==> config.mk <==
export PLATFORM = sky130hd
export DESIGN_NAME = pcm_bus_master
export DESIGN_NICKNAME = d
export VERILOG_FILES = /design/src/rtl/pcm_bus_master.sv
export SDC_FILE = /design/constraint.sdc
export NUM_CORES = 1
export LEC_CHECK = 0
export ABC_CLOCK_PERIOD_IN_PS = 2530
export BUFFER_PORTS_ARGS = -buffer_cell sky130_fd_sc_hd__buf_4
export CORE_MARGIN = 8
export CORE_UTILIZATION = 35
export CTS_BUF_LIST = sky130_fd_sc_hd__clkbuf_8
export CTS_CLUSTER_DIAMETER = 200
export DETAILED_ROUTE_END_ITERATION = 10
export PLACE_DENSITY_LB_ADDON = 0.1
export SYNTH_ARGS = -nofsm -noshare
export SYNTH_HDL_FRONTEND = slang
export SYNTH_SLANG_ARGS = --single-unit
==> constraint.sdc <==
create_clock -name CLK_8M -period 2.53 [get_ports CLK_8M]
set_input_delay 0.253 -clock CLK_8M [delete_from_list [all_inputs] [get_ports CLK_8M]]
set_output_delay 0.253 -clock CLK_8M [all_outputs]
set_load 0.05 [all_outputs]
==> src/rtl/pcm_bus_master.sv <==
// PCM ROM bus initiator: arbitrates two byte-fetch clients onto the multiplexed R (ADPCM-A)
// and P (ADPCM-B) address buses, sequences the address/strobe phases and returns the ROM byte.
module pcm_bus_master #(
   parameter int PHASE_CYC = 2,
   parameter int RD_WAIT   = 4
) (
   input  logic        CLK_8M,
   input  logic        nRESET,
   input  logic        A_REQ,
   input  logic [23:0] A_ADDR,
   output logic        A_ACK,
   output logic [7:0]  A_DATA,
   input  logic        B_REQ,
   input  logic [23:0] B_ADDR,
   output logic        B_ACK,
   output logic [7:0]  B_DATA,
   output logic [7:0]  SDRAD_O,
   output logic        SDRAD_EN,
   input  logic [7:0]  SDRAD_I,
   output logic [1:0]  SDRA_L,
   output logic [3:0]  SDRA_U,
   output logic        SDRMPX,
   output logic        nSDROE,
   output logic [7:0]  SDPAD_O,
   output logic        SDPAD_EN,
   input  logic [7:0]  SDPAD_I,
   output logic [3:0]  SDPA,
   output logic        SDPMPX,
   output logic        nSDPOE,
   output logic [2:0]  dbg_state
);

   localparam int MAX_CYC = (PHASE_CYC > RD_WAIT) ? PHASE_CYC : RD_WAIT;
   localparam int CNT_W   = (MAX_CYC > 1) ? $clog2(MAX_CYC) : 1;

   typedef enum logic [2:0] {
      S_IDLE      = 3'd0,
      S_LO_SETUP  = 3'd1,
      S_LO_STROBE = 3'd2,
      S_HI_SETUP  = 3'd3,
      S_HI_STROBE = 3'd4,
      S_READ      = 3'd5
   } state_t;

   state_t             state_q, state_d;
   logic [CNT_W-1:0]   cnt_q, cnt_d;
   logic               sel_q, sel_d;     // 0 = client A / R bus, 1 = client B / P bus
   logic               rr_q, rr_d;       // 1 = prefer B when both request
   logic [23:0]        addr_q, addr_d;
   logic               last_cyc;
   logic               grant_b;

   logic               a_ack_q, a_ack_d, b_ack_q, b_ack_d;
   logic [7:0]         a_data_q, a_data_d, b_data_q, b_data_d;
   logic [7:0]         sdrad_o_q, sdrad_o_d, sdpad_o_q, sdpad_o_d;
   logic [1:0]         sdra_l_q, sdra_l_d;
   logic [3:0]         sdra_u_q, sdra_u_d, sdpa_q, sdpa_d;
   logic               sdrad_en_q, sdrad_en_d, sdpad_en_q, sdpad_en_d;
   logic               sdrmpx_q, sdrmpx_d, sdpmpx_q, sdpmpx_d;
   logic               nsdroe_q, nsdroe_d, nsdpoe_q, nsdpoe_d;

   logic [11:0]        bus_v;
   logic               mpx_v, en_v, oe_v;

   // Handshake: a client raises REQ with ADDR stable and holds it until ACK; ACK is a single-clock
   // pulse with DATA valid and held until that client's next ACK. REQ still high in the ACK clock
   // is a fresh request; a REQ dropped after grant still completes and ACKs.
   always_comb begin
      state_d  = state_q;
      cnt_d    = cnt_q;
      sel_d    = sel_q;
      rr_d     = rr_q;
      addr_d   = addr_q;
      grant_b  = 1'b0;
      a_ack_d  = 1'b0;
      b_ack_d  = 1'b0;
      a_data_d = a_data_q;
      b_data_d = b_data_q;
      last_cyc = (state_q == S_READ) ? (cnt_q == CNT_W'(RD_WAIT - 1))
                                     : (cnt_q == CNT_W'(PHASE_CYC - 1));

      case (state_q)
         S_IDLE: begin
            if (A_REQ || B_REQ) begin
               grant_b = B_REQ && (!A_REQ || rr_q);
               sel_d   = grant_b;
               rr_d    = !grant_b;
               addr_d  = grant_b ? B_ADDR : A_ADDR;
               state_d = S_LO_SETUP;
               cnt_d   = '0;
            end
         end
         S_LO_SETUP, S_LO_STROBE, S_HI_SETUP, S_HI_STROBE, S_READ: begin
            if (!last_cyc) begin
               cnt_d = cnt_q + CNT_W'(1);
            end else begin
               cnt_d = '0;
               case (state_q)
                  S_LO_SETUP:  state_d = S_LO_STROBE;
                  S_LO_STROBE: state_d = S_HI_SETUP;
                  S_HI_SETUP:  state_d = S_HI_STROBE;
                  S_HI_STROBE: state_d = S_READ;
                  default: begin
                     state_d = S_IDLE;
                     if (sel_q) begin
                        b_ack_d  = 1'b1;
                        b_data_d = SDPAD_I;
                     end else begin
                        a_ack_d  = 1'b1;
                        a_data_d = SDRAD_I;
                     end
                  end
               endcase
            end
         end
         default: begin
            state_d = S_IDLE;
            cnt_d   = '0;
         end
      endcase
   end

   // Pad outputs are decoded from the next state and registered, so every pad changes only on a clock edge.
   always_comb begin
      bus_v = '0;
      mpx_v = 1'b0;
      en_v  = 1'b0;
      oe_v  = 1'b0;
      case (state_d)
         S_LO_SETUP: begin
            bus_v = sel_d ? addr_d[11:0] : {2'b00, addr_d[9:0]};
            en_v  = 1'b1;
         end
         S_LO_STROBE: begin
            bus_v = sel_d ? addr_d[11:0] : {2'b00, addr_d[9:0]};
            mpx_v = 1'b1;
            en_v  = 1'b1;
         end
         S_HI_SETUP: begin
            bus_v = sel_d ? addr_d[23:12] : {2'b00, addr_d[19:10]};
            mpx_v = 1'b1;
            en_v  = 1'b1;
         end
         S_HI_STROBE: begin
            bus_v = sel_d ? addr_d[23:12] : {2'b00, addr_d[19:10]};
            en_v  = 1'b1;
         end
         S_READ:  oe_v = 1'b1;
         default: oe_v = 1'b0;
      endcase

      sdrad_o_d  = '0;
      sdra_l_d   = '0;
      sdra_u_d   = '0;
      sdrmpx_d   = 1'b0;
      sdrad_en_d = 1'b0;
      nsdroe_d   = 1'b1;
      sdpad_o_d  = '0;
      sdpa_d     = '0;
      sdpmpx_d   = 1'b0;
      sdpad_en_d = 1'b0;
      nsdpoe_d   = 1'b1;
      if (state_d != S_IDLE) begin
         if (sel_d) begin
            sdpad_o_d  = bus_v[7:0];
            sdpa_d     = bus_v[11:8];
            sdpmpx_d   = mpx_v;
            sdpad_en_d = en_v;
            nsdpoe_d   = !oe_v;
         end else begin
            sdrad_o_d  = bus_v[7:0];
            sdra_l_d   = bus_v[9:8];
            sdra_u_d   = addr_d[23:20];
            sdrmpx_d   = mpx_v;
            sdrad_en_d = en_v;
            nsdroe_d   = !oe_v;
         end
      end
   end

   always_ff @(posedge CLK_8M or negedge nRESET) begin
      if (!nRESET) begin
         state_q    <= S_IDLE;
         cnt_q      <= '0;
         sel_q      <= 1'b0;
         rr_q       <= 1'b0;
         addr_q     <= '0;
         a_ack_q    <= 1'b0;
         b_ack_q    <= 1'b0;
         a_data_q   <= '0;
         b_data_q   <= '0;
         sdrad_o_q  <= '0;
         sdra_l_q   <= '0;
         sdra_u_q   <= '0;
         sdrmpx_q   <= 1'b0;
         sdrad_en_q <= 1'b0;
         nsdroe_q   <= 1'b1;
         sdpad_o_q  <= '0;
         sdpa_q     <= '0;
         sdpmpx_q   <= 1'b0;
         sdpad_en_q <= 1'b0;
         nsdpoe_q   <= 1'b1;
      end else begin
         state_q    <= state_d;
         cnt_q      <= cnt_d;
         sel_q      <= sel_d;
         rr_q       <= rr_d;
         addr_q     <= addr_d;
         a_ack_q    <= a_ack_d;
         b_ack_q    <= b_ack_d;
         a_data_q   <= a_data_d;
         b_data_q   <= b_data_d;
         sdrad_o_q  <= sdrad_o_d;
         sdra_l_q   <= sdra_l_d;
         sdra_u_q   <= sdra_u_d;
         sdrmpx_q   <= sdrmpx_d;
         sdrad_en_q <= sdrad_en_d;
         nsdroe_q   <= nsdroe_d;
         sdpad_o_q  <= sdpad_o_d;
         sdpa_q     <= sdpa_d;
         sdpmpx_q   <= sdpmpx_d;
         sdpad_en_q <= sdpad_en_d;
         nsdpoe_q   <= nsdpoe_d;
      end
   end

   assign A_ACK     = a_ack_q;
   assign A_DATA    = a_data_q;
   assign B_ACK     = b_ack_q;
   assign B_DATA    = b_data_q;
   assign SDRAD_O   = sdrad_o_q;
   assign SDRAD_EN  = sdrad_en_q;
   assign SDRA_L    = sdra_l_q;
   assign SDRA_U    = sdra_u_q;
   assign SDRMPX    = sdrmpx_q;
   assign nSDROE    = nsdroe_q;
   assign SDPAD_O   = sdpad_o_q;
   assign SDPAD_EN  = sdpad_en_q;
   assign SDPA      = sdpa_q;
   assign SDPMPX    = sdpmpx_q;
   assign nSDPOE    = nsdpoe_q;
   assign dbg_state = state_q;

endmodule

# Word level (Yosys, flattened, before mapping)
# Index checks and enable logic that the tools add are counted.
[totals]
ramBits = 0
out_inout_bits = 53
romBits = 0
reg_bits = 81
memories = 0
input_bits = 68
latchBits = 0
[classes]
n_eq_ne = 13
n_bitwise = 2
reduce_logical = 17
order_cmp = 0
mul = 0
div = 0
n_shift = 0
n_mux = 49
add_sub_neg = 1
[op_table]
columns = ["cell", "n"]
rows = [
  ["2-to-1 mux 24 bit", 3],
  ["2-to-1 mux 8 bit", 4],
  ["2-to-1 mux 1 bit", 26],
  ["2-to-1 mux 12 bit", 2],
  ["case mux 12 bit (2 select lines)", 1],
  ["2-to-1 mux 4 bit", 4],
  ["equality test 3 x 2 -> 1 bit, second input constant", 4],
  ["equality test 3 bit, second input constant", 4],
  ["case mux 3 bit (4 select lines)", 1],
  ["2-to-1 mux 2 bit", 4],
  ["AND reduction 4 bit", 2],
  ["OR reduction 4 bit", 2],
  ["equality test 3 x 1 -> 1 bit, second input constant", 2],
  ["2-to-1 mux 3 bit", 2],
  ["case mux 3 bit (2 select lines)", 1],
  ["OR reduction 2 bit", 3],
  ["OR reduction 5 bit", 1],
  ["case mux 2 bit (2 select lines)", 1],
  ["logical NOT 1 bit", 3],
  ["logical NOT 3 bit", 1],
  ["nonzero test 3 bit", 1],
  ["adder 2 x 1 -> 2 bit, second input constant", 1],
  ["equality test 2 x 1 -> 1 bit, second input constant", 1],
  ["equality test 2 bit, second input constant", 1],
  ["5 further kinds", 7],
]

# Longest topological paths before layout
# Gate-level depths: netlist of the first run.
[logic_depth]
depth_word = 10
ltp_mapped = 10
mapped_depth_nobuf = 8

# Worst setup path before layout of the first run
# No wires, ideal clock.
[synth_path]
path_kind = "register -> register"
startpoint = "register state_q[2] (netlist: dbg_state[2])"
endpoint = "register sdrad_o_q[0] (netlist: SDRAD_O[0])"
setup_ns = 0.069
required_time_ns = 2.461
synth_period_minus_slack_ns = 2.601
slack_ns = -0.071
stages_incl_launch_ff = 9
arrival_time_ns = 2.532
path_cell_list = "dfrtp_1 -> ha_1 -> and2_1 -> a31oi_1 -> o2bb2ai_1 -> nand2_1 -> inv_2 -> nor4_2 -> a22o_1"
[synth_via]
elab_chain_cells = 9
word_cells_on_any_way = 26
classes_between = "eq/ne: 9; mux: 12; reduce/logical: 5"
[synth_lines]
columns = ["element", "line", "text"]
rows = [
  ["start: declaration", "45", "state_t state_q, state_d;"],
  ["start signal: assignment", "204", "state_q <= state_d;"],
  ["equality test 3 bit, or another cell as far along", "82, 98", ""],
  ["case mux 3 bit (4 select lines) or 2-to-1 mux 1 bit (tied branches)", "98, 79", ""],
  ["2-to-1 mux 3 bit", "94", "if (!last_cyc) begin"],
  ["case mux 3 bit (2 select lines) *", "82", "case (state_q)"],
  ["net state_d[2]", "45", ""],
  ["equality test 3 bit, or another cell as far along", "129", "case (state_d)"],
  ["OR reduction 2 bit (no line)", "-", ""],
  ["case mux 12 bit (2 select lines)", "129", ""],
  ["2-to-1 mux 8 bit", "164", "if (sel_d) begin"],
  ["2-to-1 mux 8 bit *", "163", "if (state_d != S_IDLE) begin"],
  ["net sdrad_o_d[0]", "55", "logic [7:0] sdrad_o_q, sdrad_o_d, sdpad_o_q, sdpad_o_d;"],
  ["end signal: assignment", "213", "sdrad_o_q <= sdrad_o_d;"],
  ["end: declaration", "55", ""],
]
# The timed path passes the listed nets; every way through them passes the cells marked *.
# A chain may end at the register's enable or synchronous reset.

# Worst setup path after layout of the first run
[layout_path]
startpoint = "register state_q[1] (netlist: dbg_state[1])"
endpoint = "register sdrad_o_q[2] (netlist: SDRAD_O[2])"
[layout_via]
word_cells_on_any_way = 26
classes_between = "eq/ne: 9; mux: 12; reduce/logical: 5"
[layout_rtl]
columns = ["element", "line", "text"]
rows = [
  ["logical NOT 3 bit *", "82", ""],
  ["2-to-1 mux 1 bit *", "82", ""],
  ["net sel_d", "47", "logic sel_q, sel_d;"],
  ["2-to-1 mux 12 bit", "140, 145", ""],
  ["case mux 12 bit (2 select lines)", "129", ""],
  ["2-to-1 mux 8 bit *", "164", ""],
  ["2-to-1 mux 8 bit *", "163", ""],
  ["net sdrad_o_d[2]", "55", ""],
]
# Marks and branches as above.

==> key figures, run 1 <==
Finish
  – Area Growth Syn to Fin: 37.2%
  – Ant. Diodes: 0
  – Fraction of layout cells with a size suffix above 1: 41.9%
  – Fin nets: 510
  – Filler cells: 935
  – Final Util: 48.5%
  – Final Cell Area: 4920 um^2

Power
  – Combinational share of power: 58.0%
  – Switching Share: 47.4%
  – Reg power frac: a little under a third
  – Power Internal: 0.00355 W
  – Pwr dens: 1370 nW/um^2
  – Power Total: about 0.0068 W
  – Switching power: about 0.0032 W
  – Clock share of power: 12.0%
  – Peak VDD IR: 0.686 mV
  – Leakage: between 2 and 2.5 nW

Synth
  – Top-count cell post-synth: dfrtp_1
  – Largest family of logic cells by synthesized area: compound AO/OA/AOI/OAI gates
  – Complex-gate fraction of the synthesized area: 16.9%
  – Mean Syn Cell Area: roughly 12 um^2
  – Number of flops mapped to enable cells by yosys: 0
  – Synth Area in Adders: 0.349%
  – Ys flop type: dfrtp_1
  – Post-synthesis cell type count: 53
  – Post-synthesis mux area share: roughly 11%
  – Post-synth top area share: 55.2%
  – Register bit count reported by yosys: between 80 and 90
  – Ranking of synthesized cells by area: dfrtp_1 (55%), mux2i_1 (5.9%), mux2_2 (5.0%), a22o_1 (4.9%), o21ai_0 (3.1%)
  – Area leader, netlist: dfrtp_1
  – Yosys warns: 0
  – Sequential share of the synthesized area: 56.6%
  – Mapped Cells: 308
  – Post-synth net total: 377
  – Async set-reset flop share out of synthesis: 100%
  – Mapped cell area: 3580 um^2
  – Top cells by count, synth: dfrtp_1 (79), nand2_1 (29), o21ai_0 (22)
  – Post-synthesis simple-gate area fraction: 11.6%
  – Fraction of synthesized cell area in xor and xnor cells: 0.489%

Critical path
  – CP Capture Type: flip-flop
  – Worst R2R Path Depth: 7
  – Worst R2R Setup Slack: 0.07 ns
  – Crit path required time: between 2 and 3 ns
  – FF-to-FF End: SDRAD_O[2]$_DFF_PN0_
  – Setup CP Type: flip-flop to flip-flop
  – CP max FO: 10
  – Start of the worst register-to-register path: dbg_state[1]$_DFF_PN0_
  – WP data arrival: around 2.7 ns
  – Startpoint types: flip-flop

Clock network
  – H-tree depth: 3
  – CTS Buf Count: 9
  – TritonCTS clock tree: done
  – Root Buffer Master: clkbuf_8
  – Worst-path clk slew: 0.08 ns
  – CTS Sinks: 81
  – Skew-Pair Late Insertion Delay: approximately 0.35 ns
  – Max Root-Sink Buffers: 2

STA
  – Clock Skew: between 0.009 and 0.01 ns
  – Final Hold Fails: 0
  – Endpoints failing setup: 0
  – Min Tclk post-route: 2.46 ns
  – Setup ws final: just over 0.07 ns
  – Fmax: 0.407 GHz
  – Fin crit share: 97.2%
  – Worst Max-Slew Pin Slew: 0.643 ns
  – Relative slew slack: 57.1%
  – Final Hold Slack: 0.141 ns
  – Slew Limit Fails: 0

Hold path
  – Hold path start: SDRAD_I[2]
  – Worst Hold End: A_DATA[2]$_DFFE_PN0P_
  – HP Class: primary input to flip-flop
  – Hold Path Depth: 2

Global routing
  – Largest net degree at the start of global routing: 50
  – Grt met3 use: 3.59%
  – GR Util met2: 23.7%
  – Met1 Use GR: 17.9%
  – Number of global-route vias before repair: 2877
  – Tot GR Track Use: 14.4%
  – First-pass GRT wire length: roughly 15000 um
  – Grt peak-use layer: met2
  – Initial antenna violation count: 0
  – Gr ovfl total: 0

Floorplan
  – Io pins: 121
  – Die W: 117 um
  – Floorplan row count: 37
  – Initial Utilization: 35.3%
  – Die H: 117 um
  – Core Area: 10100 um^2
  – Total die area: 13700 um^2

Placed design
  – DP Worst Slack: approximately 0.034 ns
  – GPL Wtd Cong: 0.924
  – Port Buffers: 120
  – Dpl cell area: approximately 4700 um^2
  – DP HPWL: 7220 um

Routing
  – DRT iter0 DRCs: roughly 110
  – Drt pass-1 iters: 4
  – Via/cell ratio: 4.98
  – Final ANT Viol Nets: 0
  – DRC Markers: 0
  – Average wire per standard cell: 16.9 um
  – Vias post-DR: 2888
  – DRT Wirelength: 9830 um

Job
  – Max cap viols: 0

Status
  – Outcome: finished clean
critical path: stages, from the launching register on:
cell       delay [ns]
dfrtp_2          0.44
or4b_1           0.57
a32oi_4          0.31
inv_2            0.15
a2111oi_1        0.40
a31o_1           0.16
buf_4            0.18
a22o_1           0.18
metal layers:
metal / part of all wire, % / up-vias
li1: - / 1386
met5: 0 / -
met4: 1.3 / 0
met3: 8.7 / 13
met2: 49 / 86
met1: 41 / 1403
repair_timing:
item                                    in CTS  in global routing
gates resized for setup                      0                  3
endpoints found under the setup margin       0                 20
hold buffers                                 1                  0
buffers inserted                             0                  1
hold endpoints to repair                    46                  0
stage by stage:
| step | cells | setup TNS (ns) |
|---|---|---|
| 5_1_grt | 580 | -0.0134 |
| 3_3_place_gp | 564 | 0 |
| 4_1_cts | 579 | 0 |
| 2_1_floorplan | 308 | 0 |
| 6_report | 580 | 0 |
| 3_5_place_dp | 564 | 0 |
cell usage in the layout (no fill, tap or decap), drive strengths merged, types with 3 or more instances in the layout:
cell type  instances
mux2              16
dfrtp             79
nor2b              5
a22o              20
clkinv             4
nand3             13
nor2              15
o21ai             25
mux2i             21
a21oi              5
o22ai              3
buf              138
inv                8
clkbuf             9
and3               3
nor4               3
a21o               4
nand2             29
state kept, by name, indices dropped and copies added (netlist names), 2 cells and up:
signal,cells
SDPA,4
SDPAD_O,8
B_DATA,8
addr_q,24
A_DATA,8
cnt_q,2
SDRAD_O,8
dbg_state,3
SDRA_U,4
SDRA_L,2
power by group through the flow:
stage / Sequential, W / Clock, W / Combinational, W
CTS: 0.00203 / 0.000840 / 0.00391
finish: 0.00203 / 0.000807 / 0.00392
floorplan: 0.00305 / 0 / 0.00169
global route: 0.00209 / 0.000891 / 0.00421
detailed placement: 0.00205 / 0 / 0.00390
global placement: 0.00204 / 0 / 0.00387
area by class of cell:
class | instances | area (um^2) | share of cell area, %
inverter | 8 | 30.0 | 0.611
clock buffer | 9 | 124 | 2.52
sequential | 81 | 2030 | 41.4
multi-input combinational | 202 | 1470 | 29.8
clock inverter | 5 | 35.0 | 0.713
timing repair buffer | 139 | 1060 | 21.5
tap | 136 | 170 | 3.46
kinds of logic after synthesis:
family | after synthesis
adders and majority gates | 1
AOI/OAI and AO/OA | 80
muxes | 37
DFF | 81
and+or+nand+nor | 82
buffers and inverters | 25
xor gates and xnor gates | 2
how the worst max path moves through the flow:
stage                                      end  slack [ns]              startpoint
after global placement    SDRAD_O[5]$_DFF_PN0_        0.13  dbg_state[1]$_DFF_PN0_
after floorplan           SDRAD_O[0]$_DFF_PN0_        0.04  dbg_state[0]$_DFF_PN0_
after CTS                 SDRAD_O[2]$_DFF_PN0_       0.005  dbg_state[1]$_DFF_PN0_
final                     SDRAD_O[2]$_DFF_PN0_        0.07  dbg_state[1]$_DFF_PN0_
after detailed placement  SDRAD_O[2]$_DFF_PN0_        0.03  dbg_state[1]$_DFF_PN0_
after global routing      SDRAD_O[2]$_DFF_PN0_       -0.01  dbg_state[1]$_DFF_PN0_
No activity file was read; power rests on OpenSTA's default activity.
==> run 2, diff against run 1 <==
--- a/config.mk
+++ b/config.mk
@@ -5,7 +5,7 @@
 export SDC_FILE = /design/constraint.sdc
 export NUM_CORES = 1
 export LEC_CHECK = 0
-export ABC_CLOCK_PERIOD_IN_PS = 2530
+export ABC_CLOCK_PERIOD_IN_PS = 2900
 export BUFFER_PORTS_ARGS = -buffer_cell sky130_fd_sc_hd__buf_4
 export CORE_MARGIN = 8
 export CORE_UTILIZATION = 35
==> constraint.sdc (replaced) <==
create_clock -name CLK_8M -period 2.9 [get_ports CLK_8M]
set_input_delay 0.29 -clock CLK_8M [delete_from_list [all_inputs] [get_ports CLK_8M]]
set_output_delay 0.29 -clock CLK_8M [all_outputs]
set_load 0.05 [all_outputs]
==> run 2 against run 1 <==
  * Worst hold slack worse by 0.034 ns
  * Clock power rose by 9.0%
  * Highest routed layer unchanged
  * Routed wire length fell by 1.5%
  * Sequential share of layout area grew 0.32 points
  * Critical path type unchanged
  * Non-clock buffer count shrank 9
  * Worst setup slack improved by 0.033 ns
==> key figures, run 2 (synthesis results as in run 1) <==
Global routing
  – Initial antenna violation count: 0 (unchanged)
  – Number of global-route vias before repair: 2993 (was 2877)
  – Tot GR Track Use: 14.0% (was 14.4%)
  – Gr ovfl total: 0 (unchanged)
  – First-pass GRT wire length: 15000 um (was 15200 um)
  – Largest net degree at the start of global routing: 82 (was 50)

Clock network
  – Worst-path clk slew: 0.09 ns (was 0.08 ns)
  – Post-CTS setup buffer count: 0 (unchanged)
  – TritonCTS clock tree: done (unchanged)
  – Max Root-Sink Buffers: 2 (unchanged)
  – Root Buffer Master: clkbuf_8 (unchanged)
  – CTS Buf Count: 9 (unchanged)
  – Skew-Pair Late Insertion Delay: 0.35 ns (about the same)
  – Post-CTS sizing: 0 (unchanged)
  – CTS Sinks: 81 (unchanged)
  – H-tree depth: 3 (unchanged)
  – Hold bufs inserted after CTS: 0 (was 1)

Critical path
  – Worst R2R Path Depth: 7 (unchanged)
  – Startpoint types: flip-flop (unchanged)
  – Start of the worst register-to-register path: dbg_state[2]$_DFF_PN0_ (was dbg_state[1]$_DFF_PN0_)
  – Crit path required time: 3.19 ns (was 2.80 ns)
  – Worst R2R Setup Slack: 0.10 ns (was 0.07 ns)
  – Crit-path slowest cell: or4b_1 (unchanged)
  – Cell mode on critical path: a31o_1
  – WP data arrival: 3.08 ns (was 2.73 ns)
  – FF-to-FF End: SDRAD_O[5]$_DFF_PN0_ (was SDRAD_O[2]$_DFF_PN0_)
  – Crit-path max cell delay: 0.50 ns (was 0.57 ns)
  – CP Capture Type: flip-flop (unchanged)
  – Setup CP Type: flip-flop to flip-flop (unchanged)
  – CP max FO: 11 (was 10)
  – Cells along the critical path: buf_4 -> or4b_1 -> a21o_1 -> a31o_1 -> a2111oi_0 -> a31o_1 -> a22o_1 (was or4b_1 -> a32oi_4 -> inv_2 -> a2111oi_1 -> a31o_1 -> buf_4 -> a22o_1)

Placed design
  – Port Buffers: 120 (unchanged)
  – Dpl cell area: 4650 um^2 (was 4740 um^2)
  – DP HPWL: 6950 um (was 7220 um)
  – DP Worst Slack: 0.151 ns (was 0.0344 ns)
  – GPL Wtd Cong: 0.855 (was 0.924)

STA
  – Slew Limit Fails: 0 (unchanged)
  – Endpoints failing setup: 0 (unchanged)
  – Min Tclk post-route: 2.80 ns (was 2.46 ns)
  – Clock Skew: 0.0101 ns (was 0.00980 ns)
  – Fin crit share: 96.4% (was 97.2%)
  – Unrepaired setup endpoints after global routing: no
  – Relative slew slack: 31.8% (was 57.1%)
  – Setup TNS: 0 ns (unchanged)
  – Fmax: 0.358 GHz (was 0.407 GHz)
  – Final Hold Fails: 0 (unchanged)
  – Setup ws final: 0.104 ns (was 0.0715 ns)
  – Worst Max-Slew Pin Slew: 1.02 ns (was 0.643 ns)

Finish
  – Commonest non-fill, non-tap cell in the layout: buf_4 (unchanged)
  – Largest Register: addr_q (unchanged)
  – Final Cell Area: 4870 um^2 (was 4920 um^2)
  – Max reg flops: 24 (unchanged)
  – Most frequent cells in the layout: buf_4 (130), dfrtp_1 (79), nand2_1 (29) (was buf_4 (137), dfrtp_1 (76), nand2_1 (29))
  – Fraction of layout cells with a size suffix above 1: 40.0% (was 41.9%)
  – Final Util: 48.0% (was 48.5%)
  – Filler cells: 950 (was 935)
  – Fin nets: 501 (was 510)
  – Area Growth Syn to Fin: 35.9% (was 37.2%)
  – Ant. Diodes: 0 (unchanged)

Routing
  – Drt pass-1 iters: 4 (unchanged)
  – Average wire per standard cell: 16.9 um (about the same)
  – DRC Markers: 0 (unchanged)
  – Vias post-DR: 2874 (was 2888)
  – DRT Wirelength: 9680 um (was 9830 um)
  – Via/cell ratio: 5.02 (was 4.98)
  – Final ANT Viol Nets: 0 (unchanged)
  – DRT iter0 DRCs: 173 (was 114)

Power
  – Power Total: 0.00594 W (was 0.00675 W)
  – Leakage: 2.39 nW (was 2.41 nW)
  – Peak VDD IR: 0.575 mV (was 0.686 mV)
  – Pwr dens: 1220 nW/um^2 (was 1370 nW/um^2)

Floorplan
  – Initial Utilization: 35.3% (unchanged)
  – Die W: 117 um (unchanged)
  – Floorplan row count: 37 (unchanged)
  – Die H: 117 um (unchanged)
  – Core Area: 10100 um^2 (unchanged)
  – Io pins: 121 (unchanged)
  – Total die area: 13700 um^2 (unchanged)

Status
  – Outcome: finished clean (unchanged)

Job
  – Max cap viols: 0 (unchanged)

Hold path
  – HP Class: primary input to async pin (was primary input to flip-flop)
==> run 2: final cells by class <==
class                   instances  area (um^2)  share of cell area, %
flip-flops and latches         81         2030                   41.7
multi-input cells             202         1450                   29.8
clock inverters                 6         73.8                   1.52
clock buffers                  10          138                   2.83
inverters                       8         30.0                  0.617
repair buffers                130          976                   20.0
well taps                     136          170                   3.49
==> run 2: metrics by stage <==
| stage | hold WS [ns] | cells |
|---|---|---|
| floorplan | -0.00559 | 308 |
| global placement | 0.491 | 557 |
| detailed placement | 0.496 | 557 |
| CTS | 0.148 | 573 |
| global route | 0.144 | 573 |
| finish | 0.107 | 573 |
==> run 2: metal layers <==
| metal | routed length (um) | part of all wire [%] | GRT usage (%) | up-vias |
|---|---|---|---|---|
| met5 | 0 | 0 | 0 | - |
| met4 | 89 | 0.92 | 5.12 | 0 |
| met3 | 781 | 8.1 | 3.39 | 6 |
| met2 | 4670 | 48 | 22.2 | 95 |
| met1 | 4140 | 43 | 18.2 | 1400 |
| li1 | - | - | - | 1373 |
==> run 2: how the worst max path moves through the flow <==
stage                                 startpoint                    to  slack, ns  depth (start not counted)
after CTS                 dbg_state[1]$_DFF_PN0_  SDRAD_O[2]$_DFF_PN0_       0.12                          8
after floorplan           dbg_state[2]$_DFF_PN0_  SDRAD_O[0]$_DFF_PN0_       0.30                          8
after global placement    dbg_state[2]$_DFF_PN0_  SDPAD_O[5]$_DFF_PN0_       0.21                          6
after global routing      dbg_state[1]$_DFF_PN0_  SDPAD_O[0]$_DFF_PN0_      0.004                          9
after detailed placement  dbg_state[1]$_DFF_PN0_  SDRAD_O[5]$_DFF_PN0_       0.15                          8
final                     dbg_state[2]$_DFF_PN0_  SDRAD_O[5]$_DFF_PN0_       0.10                          7
==> run 2: critical path: cells and delay by family (launching register included) <==
kind / cells / cell delay, ns
compound gates: 5 / 1.60
simple gates: 1 / 0.50
flops: 1 / 0.43
buf+inv: 1 / 0.19
==> run 2: power breakdown <==
part / leakage, nW / internal (W) / switching [W] / total, W
clock network: 0.101 / 0.000434 / 0.000446 / 0.000880
logic: 1.27 / 0.00110 / 0.00217 / 0.00328
registers: 1.01 / 0.00159 / 0.000198 / 0.00179
total: 2.39 / 0.00313 / 0.00281 / 0.00594
